`config.mk`:
```
export PLATFORM = sky130hd
export DESIGN_NAME = tcam
export DESIGN_NICKNAME = d
export VERILOG_FILES = /design/src/rtl/tcam_pkg.sv /design/src/rtl/tcam_pri_enc.sv /design/src/rtl/tcam.sv
export SDC_FILE = /design/constraint.sdc
export NUM_CORES = 1
export LEC_CHECK = 0
export ABC_AREA = 1
export BUFFER_PORTS_ARGS = -buffer_cell sky130_fd_sc_hd__buf_2
export CORE_UTILIZATION = 56
export CTS_CLUSTER_DIAMETER = 150
export DETAILED_ROUTE_END_ITERATION = 12
export PLACE_DENSITY = 0.74
export RECOVER_POWER = 100
export SETUP_SLACK_MARGIN = 0.5
export SYNTH_ARGS = -nofsm -noshare
export SYNTH_HDL_FRONTEND = slang
export SYNTH_SLANG_ARGS = --single-unit
export TNS_END_PERCENT = 10
```
`constraint.sdc`:
```
create_clock -name clk -period 2.5 [get_ports clk]
set_input_delay 0.25 -clock clk [delete_from_list [all_inputs] [get_ports clk]]
set_output_delay 0.25 -clock clk [all_outputs]
set_load 0.005 [all_outputs]
```
`src/rtl/tcam_pkg.sv`:
```
// Shared constants and entry layout for the 16x16 ternary CAM.
package tcam_pkg;

  localparam int WIDTH  = 16;
  localparam int DEPTH  = 16;
  localparam int ADDR_W = $clog2(DEPTH);

  // A mask bit of 1 marks the matching data bit as don't-care.
  typedef struct packed {
    logic [WIDTH-1:0] data;
    logic [WIDTH-1:0] mask;
    logic             valid;
  } entry_t;

endpackage

```
`src/rtl/tcam_pri_enc.sv`:
```
// Priority encoder: reports the lowest-index set bit of the hit vector.
module tcam_pri_enc
  import tcam_pkg::*;
(
  input  logic [DEPTH-1:0]  hits,
  output logic [ADDR_W-1:0] index,
  output logic              any_hit
);

  // Scanning downward lets the lowest set index win.
  always_comb begin
    index   = '0;
    any_hit = |hits;
    for (int i = DEPTH - 1; i >= 0; i--) begin
      if (hits[i]) begin
        index = ADDR_W'(i);
      end
    end
  end

endmodule

```
`src/rtl/tcam.sv`:
```
// Ternary CAM: entry storage, parallel compare and registered search result.
module tcam
  import tcam_pkg::*;
(
  input  logic              clk,
  input  logic              rst,
  input  logic              r_e,
  input  logic              w_e,
  input  logic [WIDTH-1:0]  data_in,
  input  logic [WIDTH-1:0]  mask,
  input  logic [ADDR_W-1:0] addr_in,
  output logic [WIDTH-1:0]  matched_num,
  output logic              match
);

  entry_t            entries [DEPTH];
  logic [DEPTH-1:0]  hits;
  logic [ADDR_W-1:0] hit_index;
  logic              any_hit;

  // Compares use the pre-edge contents, so a same-cycle write is seen next cycle.
  always_comb begin
    hits = '0;
    for (int i = 0; i < DEPTH; i++) begin
      hits[i] = entries[i].valid &&
                (&(~(data_in ^ entries[i].data) | entries[i].mask));
    end
  end

  tcam_pri_enc u_pri_enc (
    .hits    (hits),
    .index   (hit_index),
    .any_hit (any_hit)
  );

  // Only valid flags are reset; stored words stay hidden until rewritten.
  always_ff @(posedge clk) begin
    if (rst) begin
      for (int i = 0; i < DEPTH; i++) begin
        entries[i].valid <= 1'b0;
      end
      match       <= 1'b0;
      matched_num <= '0;
    end else begin
      if (w_e) begin
        entries[addr_in] <= '{data: data_in, mask: mask, valid: 1'b1};
      end
      if (r_e) begin
        match       <= any_hit;
        matched_num <= any_hit ? entries[hit_index].data : '0;
      end
    end
  end

endmodule

```
==> flow_summary.toml <==
[timing]
tightestPinTransition_ns = 1.29
fin_ws_ns = -1.03
maxSlewHeadroom_pct = 13.8
period_share_pct = 141
period_needed_ns = 3.53
final_hold_viol_count = 0
fmax_mhz = 283
tns_ns = -15.12
maxSlewViolCount = 0
rsz0062_at_grt = "yes"
finalClockSkew_ns = 0.0132
setup_violations = 17

[yosys]
ys_types = 40
synth.area.top_cells = "edfxtp_1 (65%), nand3_1 (8.3%), nand2_1 (5.4%)"
yosys.area.top_type_share_pct = 64.5
synth_top_cells_by_count = "edfxtp_1 (512), nand3_1 (393), nand2_1 (342), nor2_1 (171), xnor2_1 (108)"
synth_nets = 2122
syn-cell-area_um2 = 23800
ys_seq_elements = 545
synth_cells = 2082
async_flop_share_pct = 0
yosysSeqAreaShare_pct = 67.3
synth-main-ff-cell = "edfxtp_1"
synth_edf_count = 512
post-synth-top-count-cell = "edfxtp_1"
yosysTopAreaCell = "edfxtp_1"
yosys_warnings = 0
avgSynthCellArea_um2 = 11.4

[finish]
num_antenna_cells = 0
regArea_um2 = 16000
layout-drive-gt1-share_pct = 25.3
multi_input_area_um2 = 7510
fill_cells = 2764
final_util_pct = 71.9
final_nets = 2536
area_delta_synth_final_pct = 26.6

[pwr]
powerDensity_nw_per_um2 = 667
p_clk_share_pct = 44.9
power.share.sequential_pct = 50.4
p_leak_nw = 11.0
swShare_pct = 20.8
pwr-share-comb_pct = 4.7
p_int_mw = 15.9
ir_drop_v = 0.000840
p_switching_mw = 4.19

[outcome]
outcome = "complete, but fails checks"
violations = "setup timing"

[worst_setup_path]
cp_max_fo = 25
crit_required_ns = 2.97
reg2reg_depth = 20
startpoint_type = "register"
arrival_ns = 4.00
critPathKind = "reg -> reg"
crit_path_end_kind = "register"

[clock_tree]
cts_tree = "built"
clk_pin_slew_ns = 0.06
cts_htree_levels = 2
max-clock-path-buffers = 3
clk_latency_ns = 0.61
numCtsBuffers = 55
cts-root-buf = "clkbuf_16"
clock-sinks = 545

[hold_path]
min_path_type = "in -> reg"
whs_path_depth = 1

[drt]
dr_total_vias = 18700
wl_per_cell_um = 23.5
drc = 0
drt-total-wl_um = 72300
detail-route-antenna-nets = 0
drt-pass1-iter-count = 8
drtIter0Drc = 2468
vias_per_cell = 6.08

[global_routing]
grt_pass1_vias = 18400
grt_first_pass_wirelength_um = 107000
antenna_found_initial = 1
grt_max_degree = 48
grt_usage_pct = 33.1
grt-ovfl-total = 0

[placement]
routabilityCongestion = 0.965
place_ws_ns = -1.04
io_buffers = 56
dp_hpwl_um = 46300

[die]
die_h_um = 208
dieArea_um2 = 43400
fp-row-count = 75
pin_count = 57
die_w_um = 208
core_um2 = 41900
initial_core_util_pct = 56.8

[flow_run]
cap_violations = 0
worst paths after layout:
kind | slack, ns | startpoint | end
hold reg to reg | 0.47 | entries[8][0] | entries[8][0]
hold / removal | 0.06 | data_in[14] | entries[13][31]
setup / recovery | -1.03 | entries[13][26] | matched_num[4]
setup reg to reg | -1.03 | entries[13][26] | matched_num[4]
per-layer routing:
metal / part of all wire (%) / GRT usage [%] / vias up
met5: 0.018 / 0 / -
met2: 47 / 53.4 / 1260
met1: 36 / 42.0 / 8916
met3: 12 / 7.56 / 303
met4: 5.8 / 16.9 / 2
li1: - / - / 8252
registers in the layout, summed over array words and instances (netlist names):
signal / count
match: 1
entries: 528
matched_num: 16
power by group through the flow:
stage	Clock [mW]	Sequential [mW]	Combinational, mW
after detailed placement	0	10.3	0.963
after CTS	9.08	10.1	0.988
final	9.04	10.1	0.949
after global placement	0	10.3	0.937
after floorplan	0	10.3	0.445
after global routing	9.42	10.1	1.01
cells by family after synthesis:
family                    after synthesis  synth area share, %
DFF                                   545                 67.3
xor gates and xnor gates              108                 3.97
AOI/OAI and AO/OA                     266                 6.33
buffers and inverters                 217                 5.02
and+or+nand+nor                       946                 17.4
cells in the final DEF (no fill, tap or decap), types with 58 or more instances in the layout:
cell type and instances:
nor2_1 164, o21ai_0 84, buf_4 279, nand3_1 273, clkbuf_1 111, nand2_1 314, clkbuf_16 58, inv_1 97
nand3_2 110, a21oi_1 88, edfxtp_1 512, xnor2_1 108
critical path, stage by stage, from the launching register on:
cell and delay [ns]:
edfxtp_1 0.43, inv_1 0.09, nand2_1 0.06, nand3b_1 0.28
nand4_1 0.25, nor2_2 0.22, nand3_2 0.10, buf_4 0.14
buf_4 0.12, buf_4 0.12, nand2_1 0.06, o21ai_0 0.08
a31oi_1 0.15, o21ai_1 0.10, nand2_2 0.11, buf_4 0.35
nand3_1 0.26, nand3_2 0.17, nand3_2 0.12, nand3_2 0.08
a21oi_1 0.05
through the flow:
| step | power, mW | std cells | hold WS, ns | cell area (µm²) |
|---|---|---|---|---|
| final | 20.1 | 3081 | 0.0636 | 30200 |
| after global routing | 20.6 | 3081 | 0.0459 | 30200 |
| after CTS | 20.2 | 3076 | 0.00929 | 30400 |
| after detailed placement | 11.3 | 2955 | 0.455 | 27500 |
| after global placement | 11.3 | 2955 | 0.447 | 27500 |
| after floorplan | 10.8 | 2082 | 0.349 | 23900 |
final cells by class:
class | instances | share of cell area (%)
sequential | 545 | 53.2
multi-input combinational | 1321 | 24.9
timing repair buffer | 463 | 11.7
clock buffer | 72 | 5.08
tap | 539 | 2.24
clock inverter | 31 | 1.51
inverter | 110 | 1.38
repair_timing:
| item | 4_1_cts | 5_1_grt |
|---|---|---|
| pin swaps | 73 | 50 |
| hold buffers | 1 | 0 |
| endpoints found under the hold margin | 1 | 0 |
| setup buffers | 10 | 4 |
| gates cloned | 7 | 1 |
| resized for setup | 138 | 68 |
| endpoints found under the setup margin | 17 | 17 |
No activity file was read; power rests on OpenSTA's default activity.
